`src/rtl/tob_msg_tx.sv`:
```
// tob_msg_tx -- top-of-book message transmitter.
//
// Takes best-bid/best-ask snapshots from the order book and drops any
// snapshot identical to the last one accepted. Each accepted snapshot goes
// into a single pending slot, where a newer snapshot replaces an older one.
// The pending snapshot is serialised MSB byte first onto a byte-wide
// valid/ready stream as one fixed-length message:
//   MSG_TYPE, locate[15:0], bid price, bid shares, ask price, ask shares
//   [, sequence[31:0]]
//
// Build option:
//   TOB_TX_SEQ_EN  when defined, a 32-bit sequence field is appended
//                  (23-byte message). Otherwise the message is 19 bytes.
//
// Ports:
//   clkIn            clock, rising edge
//   rstIn            asynchronous active-high reset
//   snapValidIn      one-cycle snapshot strobe
//   snapLocateIn     instrument locate (16)
//   bidPriceIn       best buy price (32)
//   bidSharesIn      best buy quantity (32)
//   askPriceIn       best sell price (32)
//   askSharesIn      best sell quantity (32)
//   txDataOut        message byte (8)
//   txValidOut       txDataOut valid
//   txLastOut        final byte of message, qualified by txValidOut
//   txReadyIn        downstream accept
//   busyOut          message in flight or pending
//   overwriteCntOut  pending snapshots overwritten before sending, saturating (16)

module tob_msg_tx #(
    parameter logic [7:0] MSG_TYPE = 8'h51
) (
    input  logic        clkIn,
    input  logic        rstIn,
    input  logic        snapValidIn,
    input  logic [15:0] snapLocateIn,
    input  logic [31:0] bidPriceIn,
    input  logic [31:0] bidSharesIn,
    input  logic [31:0] askPriceIn,
    input  logic [31:0] askSharesIn,
    output logic [7:0]  txDataOut,
    output logic        txValidOut,
    output logic        txLastOut,
    input  logic        txReadyIn,
    output logic        busyOut,
    output logic [15:0] overwriteCntOut
);

`ifdef TOB_TX_SEQ_EN
    localparam int MSG_BYTES = 23;
`else
    localparam int MSG_BYTES = 19;
`endif
    localparam int         MSG_BITS = MSG_BYTES * 8;
    localparam logic [4:0] LAST_IDX = 5'(MSG_BYTES - 1);

    typedef enum logic {IDLE, SEND} state_t;

    state_t                state;
    logic [143:0]          snap;
    logic [143:0]          last_snap;
    logic [143:0]          pend_snap;
    logic                  last_valid;
    logic                  pending;
    logic                  accept;
    logic                  load;
    logic [MSG_BITS-1:0]   shreg;
    logic [4:0]            byte_cnt;
    logic                  tx_valid;
    logic                  tx_last;
    logic [15:0]           overwrite_cnt;
`ifdef TOB_TX_SEQ_EN
    logic [31:0]           seq;
`endif

    assign snap   = {snapLocateIn, bidPriceIn, bidSharesIn, askPriceIn, askSharesIn};
    // Before the first acceptance after reset there is no reference snapshot,
    // so anything (including all zeros) is accepted.
    assign accept = snapValidIn && (!last_valid || (snap != last_snap));
    assign load   = (state == IDLE) && pending;

    // Capture side: filter duplicates and keep the newest snapshot pending.
    // When a load happens in the same cycle as an acceptance, the load takes
    // the old slot content, so the new snapshot is not counted as an overwrite.
    always_ff @(posedge clkIn or posedge rstIn) begin
        if (rstIn) begin
            last_snap     <= '0;
            last_valid    <= 1'b0;
            pend_snap     <= '0;
            pending       <= 1'b0;
            overwrite_cnt <= '0;
        end else begin
            if (accept) begin
                last_snap  <= snap;
                last_valid <= 1'b1;
                pend_snap  <= snap;
                pending    <= 1'b1;
                if (pending && !load && (overwrite_cnt != 16'hFFFF)) begin
                    overwrite_cnt <= overwrite_cnt + 16'd1;
                end
            end else if (load) begin
                pending <= 1'b0;
            end
        end
    end

    // Transmit FSM. The shift register's top byte is the current output byte;
    // after the final shift it is all zeros, so txDataOut idles at zero.
    always_ff @(posedge clkIn or posedge rstIn) begin
        if (rstIn) begin
            state    <= IDLE;
            shreg    <= '0;
            byte_cnt <= '0;
            tx_valid <= 1'b0;
            tx_last  <= 1'b0;
`ifdef TOB_TX_SEQ_EN
            seq      <= '0;
`endif
        end else begin
            case (state)
                IDLE: begin
                    if (pending) begin
`ifdef TOB_TX_SEQ_EN
                        shreg <= {MSG_TYPE, pend_snap, seq + 32'd1};
                        seq   <= seq + 32'd1;
`else
                        shreg <= {MSG_TYPE, pend_snap};
`endif
                        byte_cnt <= '0;
                        tx_valid <= 1'b1;
                        tx_last  <= 1'b0;
                        state    <= SEND;
                    end
                end
                SEND: begin
                    if (txReadyIn) begin
                        shreg <= {shreg[MSG_BITS-9:0], 8'h00};
                        if (byte_cnt == LAST_IDX) begin
                            byte_cnt <= '0;
                            tx_valid <= 1'b0;
                            tx_last  <= 1'b0;
                            state    <= IDLE;
                        end else begin
                            byte_cnt <= byte_cnt + 5'd1;
                            tx_last  <= ((byte_cnt + 5'd1) == LAST_IDX);
                        end
                    end
                end
            endcase
        end
    end

    assign txDataOut       = shreg[MSG_BITS-1 -: 8];
    assign txValidOut      = tx_valid;
    assign txLastOut       = tx_last;
    assign busyOut         = pending || (state == SEND);
    assign overwriteCntOut = overwrite_cnt;

endmodule

```
`config.mk`:
```
export PLATFORM = sky130hd
export DESIGN_NAME = tob_msg_tx
export DESIGN_NICKNAME = d
export VERILOG_FILES = /design/src/rtl/tob_msg_tx.sv
export SDC_FILE = /design/constraint.sdc
export NUM_CORES = 1
export LEC_CHECK = 0
export CORE_ASPECT_RATIO = 1.2
export CORE_MARGIN = 2
export CORE_UTILIZATION = 50
export CTS_BUF_LIST = sky130_fd_sc_hd__clkbuf_8 sky130_fd_sc_hd__clkbuf_16
export DETAILED_ROUTE_END_ITERATION = 10
export HOLD_SLACK_MARGIN = 0.02
export PLACE_DENSITY = 0.69
export SETUP_SLACK_MARGIN = 0.4
export SYNTH_ARGS = -nofsm -noshare
export SYNTH_HDL_FRONTEND = slang
export SYNTH_SLANG_ARGS = --single-unit
export TNS_END_PERCENT = 20
```
`constraint.sdc`:
```
create_clock -name clkIn -period 13.07 [get_ports clkIn]
set_input_delay 2.614 -clock clkIn [delete_from_list [all_inputs] [get_ports clkIn]]
set_output_delay 2.614 -clock clkIn [all_outputs]
set_load 0.01 [all_outputs]
```
; ---- Yosys cells after proc, flatten, opt, wreduce, memory -nomap -nowiden
; Index checks and enable logic that the tools add are counted.
[op_classes]
n_addsub = 2
n_eq_ne = 7
n_mux = 21
bitwise = 1
reduce_logical = 12
[op_table]
columns = cell, n
row1 = 152-bit two-way mux, 2
row2 = 152-bit one-hot mux with 2 select lines, 1
row3 = 144-bit inequality test, 1
row4 = 16-bit by 1-bit adder with 16-bit output (second input constant), 1
row5 = 16-bit inequality test (second input constant), 1
row6 = 5-bit two-way mux, 3
row7 = 1-bit two-way mux, 11
row8 = 5-bit equality test (second input constant), 2
row9 = 5-bit one-hot mux with 2 select lines, 1
row10 = 1-bit one-hot mux with 2 select lines, 3
row11 = 5-bit by 1-bit adder with 5-bit output (second input constant), 1
row12 = 1-bit logical AND, 4
row13 = 2-bit inequality test (second input constant), 2
row14 = 2-bit AND reduction, 2
row15 = 3-bit AND reduction, 1
row16 = 1-bit zero test, 2
row17 = 1-bit logical OR, 2
row18 = 2-bit by 1-bit inequality test with 1-bit output (second input constant), 1
row19 = 2-bit nonzero test, 1
row20 = 1-bit NOT, 1
[totals]
regBits = 322

; ---- Longest topological paths before layout
; Gate-level depths: netlist of the first run.
[logic_depth]
word_depth = 6
depth_mapped = 11
mapped_depth_nobuf = 8

; ---- Worst setup path after synthesis of the first run
; Ideal clock, no wire load.
[synth_timing]
path_kind = input to register
startpoint = input askSharesIn[3]
endpoint = register pend_snap[0]
t_arrival_ps = 4611
required_time_ps = 12942
slack_ps = 8331
stages = 9
path_buffers = 2
path_cell_list = nor2b_1 a2111o_1 a2111oi_0 nand4_1 nor4_2 a21bo_2 buf_4 buf_2 mux2_1
[synth_via]
elab_chain_len = 3
[synth_lines]
columns = item, line
row1 = start: declaration, 41  ; input logic [31:0] askSharesIn,
row2 = 144-bit inequality test, 80  ; assign accept = snapValidIn && (!last_valid || (snap != last_snap));
row3 = 1-bit logical OR, 80
row4 = 1-bit logical AND, 80
row5 = end signal: assignment, 97  ; pend_snap <= snap;
row6 = end: declaration, 63  ; logic [143:0] pend_snap;
; Every way passes these cells.
; A chain may end at the register's enable or synchronous reset.

; ---- Worst setup path after layout of the first run
[layout_timing]
startpoint = input bidPriceIn[6]
endpoint = register pend_snap[89]
[layout_via]
elab_chain_len = 3
[layout_lines]
columns = item, line
row1 = start: declaration, 38  ; input logic [31:0] bidPriceIn,
row2 = 144-bit inequality test, 80
row3 = 1-bit logical OR, 80
row4 = 1-bit logical AND, 80
; Every way passes these cells.

==> out/metrics.cfg, run 1 <==
[synth]
ys_top_cells_by_count = dfrtp_1 (322), nand2_1 (181), o21ai_0 (151)
yosys.area.top_type_share_pct = 52.86
synth_enable_flop_cells = 0
avgSynthCellArea_um2 = 11.17
syn-instance-count = 1365
postSynth.topFlopCell = dfrtp_1
yosysUniqueCellTypes = 44
syn-cell-area_um2 = 15240
yosysTopAreaCell = dfrtp_1
synth_nets = 1517
synth_seq_cells = 322
post-synth-top-count-cell = dfrtp_1
ys_seq_area_share_pct = 52.86
yosys_warnings = 0
synth_area_leaders = dfrtp_1 (53%), mux2_1 (9.5%), mux2i_1 (8.9%), o21ai_0 (5.0%), nand2_1 (4.5%)
postSynth.asyncResetShare_pct = 100.0

[cells_and_area]
layout.nets = 1661
final_util_pct = 60.80
syn2layout_area_growth_pct = 20.51
ff_latch_area_um2 = 8061
nFillCells = 2546
multi_input_area_um2 = 6645
drive_gt1_share_pct = 4.697

[global_route]
grt_pass1_vias = 10724
grt_use_total_pct = 27.66
grt.overflow.total = 0
grt_max_degree = 111
grt_pass1_wl_mm = 65.03
antenna_found_initial = 4

[drt]
drt_iter0_drc = 842
drc = 0
wire_per_inst_um = 22.30
totalWireLength_mm = 43.13
first_pass_iters = 5
ant_nets = 0
vias = 10772
vias_per_cell = 5.570

[critical_path]
cp.arrival_ps = 7100
path_buf_inv = 2
cp-start-kind = input port
crit_type = in -> reg
crit_required_ps = 13460
crit_chain = clkdlybuf4s50_1 > xnor2_1 > nand4_1 > nor4_1 > nand4_1 > nor4_2 > a21bo_4 > buf_4 > mux2_1
max_stage_delay_ps = 920
slowest_stage = buf_4
endpoint_kind = register
crit_fanout = 82
path_common_cell = nand4_1
crit_family = simple AND/OR/NAND/NOR gates

[clock_tree]
clock-root-buffer = clkbuf_16
numCtsBuffers = 36
cts_buffer_depth = 3
cts_sinks = 322
ctsHoldBuffers = 0
cts_tree = built
postCtsResizedCells = 0
cts_setup_buffers = 0
clk-insertion-delay-late_ps = 530
path_clk_slew_ps = 60
h-tree-depth = 2

[floorplanning]
core-area_um2 = 30220
dieArea_um2 = 31910
io-pin-count = 175
num_rows = 70
dieHeight_um = 195.3
initial_core_util_pct = 50.45
die_w_um = 163.4

[placement]
dpl.hpwl_mm = 32.03
numPortBuffers = 174
pre_cts_slack_ps = 5969
gp_routability_congestion = 0.9410

[power_and_ir_drop]
p_per_area_nw_per_um2 = 149.9
power_mw = 2.753
vdd_drop_max_v = 0.00009276
p_leak_nw = 8.668

[timing]
max_freq_ghz = 0.1491
worst_pin_slew_ps = 1061
hold_viol_final = 0
fin_skew_ps = 24.59
drv_slew = 0
fin_crit_sh_pct = 51.32
rsz0062_at_grt = no
layout_setup_ws_ps = 6362
fin_setup_tns_ps = 0
slew_headroom_pct = 29.27
setup_violations = 0
finalCriticalPeriod_ps = 6708

[min_path]
hold_class = reg -> reg

[run]
max_cap_violations = 0

[outcome]
status = completed

==> through the flow <==
| step | cells | instance area, um^2 | hold WS (ps) |
|---|---|---|---|
| floorplan | 1365 | 15240 | 434.9 |
| global placement | 1867 | 17200 | 451.0 |
| detailed placement | 1867 | 17200 | 452.7 |
| CTS | 1929 | 18360 | 469.4 |
| global route | 1932 | 18370 | 485.9 |
| finish | 1934 | 18370 | 469.4 |
==> metal layers <==
layer | part of all wire [%] | track usage [%] | vias up | wire length, um
li1 | - | - | 5048 | -
met3 | 5.2 | 2.995 | 73 | 2247
met5 | 0 | 0 | - | 0
met4 | 3.8 | 10.75 | 0 | 1628
met1 | 43 | 39.02 | 5326 | 18700
met2 | 48 | 44.10 | 325 | 20550
==> flip-flops by register name, indices dropped and copies added (netlist names), 5 cells and up <==
name	count
shreg	152
overwriteCntOut	16
pend_snap	144
byte_cnt	5
==> final timing paths <==
kind                       slack [ps]           start  cells after the start       endpoint
min in group asynchronous        2640           rstIn                      2    byte_cnt[4]
hold / removal                    470      last_valid                      1     last_valid
hold reg to reg                   470      last_valid                      1     last_valid
setup reg to reg                 8490  pend_snap[102]                      8  pend_snap[89]
setup / recovery                 6360   bidPriceIn[6]                      9  pend_snap[89]
max in group asynchronous        8140           rstIn                      4  pend_snap[90]
==> logic make-up after synthesis <==
family	Yosys count	share of synthesized area, %
and+or+nand+nor	335	10.56
adders and majority gates	4	0.3283
xor gates and xnor gates	93	5.344
DFF	322	52.86
AOI/OAI and AO/OA	224	8.881
muxes	264	18.39
buffers and inverters	123	3.636
==> area by class of cell <==
class,instances,area share (%)
inverter,45,0.9604
timing repair buffer,184,9.890
clock buffer,44,5.565
clock inverter,18,0.7628
antenna,5,0.06811
multi-input combinational,920,36.17
tap,396,2.697
sequential,322,43.88
==> power breakdown <==
part	total (mW)	internal, mW	leakage, nW	switching [mW]
registers	1.28	1.15	4.11	0.129
logic	0.480	0.228	3.95	0.252
clock network	0.995	0.592	0.606	0.403
==> layout by cell type, fill, tap and decap left out, types with 7 or more instances in the layout <==
master / n
dfrtp_1: 321
nor2b_1: 30
clkbuf_8: 7
mux2_1: 128
nand3_1: 11
o22ai_1: 8
nand2_1: 181
xor2_1: 55
a2111o_1: 8
clkdlybuf4s50_1: 174
nor2_1: 8
a22o_1: 12
inv_1: 51
nor4_1: 23
o2111ai_1: 17
nand2b_1: 49
o21ai_1: 10
clkbuf_16: 37
xnor2_1: 38
buf_4: 10
mux2i_1: 136
nand4_1: 17
o21ai_0: 151
Power figures use the tool's default switching activity.
==> run 2, diff against run 1 <==
PLACE_DENSITY = 0.72   (was 0.69)
clock period = 5.6 ns   (was 13.07 ns; I/O delays follow)
==> run 2 against run 1 <==
Effect of this change:
- worst setup slack worse by 5100 ps
- count of clock-buffer cells in the layout is 2 higher
- register-to-register slack worse by 6600 ps
- critical path type unchanged
- critical endpoint is now overwriteCntOut[1]
- largest cell class unchanged
- largest power group unchanged
- highest routed layer unchanged
==> out/metrics.cfg, run 2 (same netlist as run 1, synthesis figures left out) <==
[placement]
dpl.hpwl_mm = 31.68
gp_routability_congestion = 0.9862
numPortBuffers = 174
pre_cts_slack_ps = 866.0

[global_route]
grt_max_degree = 189
grt_pass1_wl_mm = 64.83
antenna_found_initial = 2
grt_use_total_pct = 27.19
grt_pass1_vias = 10770
grtUsageMet1_pct = 37.78
use_met2_pct = 43.33
gr-usage-met3_pct = 3.271
grt.overflow.total = 0
top_usage_layer = met2

[critical_path]
reg2reg_to = overwriteCntOut[1]
max_stage_delay_ps = 590
regToRegSetupSlack_ps = 1900
crit_fanout = 87
regToRegStartpoint = pend_snap[102]
crit_type = in -> reg
crit_chain = clkdlybuf4s50_1 > xnor2_1 > nand4_1 > nor4_1 > nand4_1 > nor4_2 > a21bo_4 > buf_12 > nor2_1 > mux2_1
worst-path-stages = 10
path_buf_inv = 2
path_common_cell = nand4_1
crit_family = simple AND/OR/NAND/NOR gates
crit_end = overwriteCntOut[1]
critPathLaunch = bidPriceIn[6]
rr_worst_depth = 9
slowest_stage = xnor2_1
cp-start-kind = input port
endpoint_kind = register
cp.arrival_ps = 4750
crit_required_ps = 5990

[clock_tree]
postCtsResizedCells = 0
cts_buffer_depth = 3
path_clk_slew_ps = 60
clk-insertion-delay-late_ps = 510
clock-root-buffer = clkbuf_16
numCtsBuffers = 34
cts_tree = built
h-tree-depth = 2
cts_sinks = 322
ctsHoldBuffers = 0
cts_setup_buffers = 0

[cells_and_area]
nFillCells = 2459
layout.nets = 1659
syn2layout_area_growth_pct = 20.82
top_register = shreg
final_cell_mix = dfrtp_1 (321), nand2_1 (181), clkdlybuf4s50_1 (174)
mostFrequentLayoutCell = dfrtp_1
largest_reg_flops = 152
drive_gt1_share_pct = 4.765

[floorplanning]
initial_core_util_pct = 50.45
die_w_um = 163.4
dieHeight_um = 195.3
io-pin-count = 175
core-area_um2 = 30220
num_rows = 70
dieArea_um2 = 31910

[power_and_ir_drop]
p_per_area_nw_per_um2 = 348.8
vdd_drop_max_v = 0.0001810
p_leak_nw = 8.679

[drt]
first_pass_iters = 5
vias = 10883
drt_iter0_drc = 797
wire_per_inst_um = 22.11
vias_per_cell = 5.639
totalWireLength_mm = 42.68
drc = 0
ant_nets = 0

[timing]
fin_skew_ps = 11.04
setup_violations = 0
layout_setup_ws_ps = 1243
rsz0062_at_grt = no
max_freq_ghz = 0.2295
worst_pin_slew_ps = 997.5
fin_setup_tns_ps = 0
hold_viol_final = 0
slew_headroom_pct = 33.50
finalCriticalPeriod_ps = 4357
fin_crit_sh_pct = 77.80
drv_slew = 0

[run]
max_cap_violations = 0

[min_path]
hold_class = reg -> reg

[outcome]
status = completed

[run 2: cell types whose count changed in the layout (fill, tap and decap cells not counted), sizes merged]
| cell | change |
|---|---|
| inv | -5 |
| diode | -3 |
| clkinv | +1 |
| clkinvlp | +1 |
| clkbuf | +2 |
[run 2: routing by layer]
metal,share of wire [%],vias up
li1,-,5052
met1,43,5408
met2,48,332
met3,4.9,91
met4,4.4,0
met5,0,-
[run 2: worst min path at each step]
stage,start,end,slack [ps],cells after the start
after global routing,shreg[74],shreg[74],490,2
after detailed placement,last_valid,last_valid,460,1
after floorplan,last_valid,last_valid,430,1
final,last_valid,last_valid,470,1
after global placement,last_valid,last_valid,450,1
after CTS,last_valid,last_valid,470,1
[run 2: report_power, final]
group | internal, mW | leakage, nW | switching (mW) | total [mW]
sequential | 2.68 | 4.11 | 0.304 | 2.98
clock | 1.40 | 0.605 | 0.920 | 2.32
combinational | 0.535 | 3.96 | 0.582 | 1.12
[run 2: stage by stage]
step / hold slack, ps / cells / power [mW] / utilization [%] / area (um^2)
final: 467.3 / 1930 / 6.424 / 60.95 / 18420
after global routing: 494.8 / 1930 / 6.711 / 60.95 / 18420
after CTS: 468.8 / 1928 / 6.458 / 60.93 / 18410
after detailed placement: 456.1 / 1867 / 4.139 / 57.06 / 17240
after global placement: 452.0 / 1867 / 4.094 / 57.06 / 17240
after floorplan: 434.9 / 1365 / 3.602 / - / 15250
[run 2: area by class of cell]
class / count / area (um^2) / area share, %
sequential: 322 / 8061 / 43.77
multi-input combinational: 920 / 6645 / 36.08
timing repair buffer: 184 / 1867 / 10.14
clock buffer: 46 / 1050 / 5.700
tap: 396 / 495.5 / 2.690
inverter: 45 / 172.7 / 0.9376
clock inverter: 15 / 120.1 / 0.6522
antenna: 2 / 5.005 / 0.02718
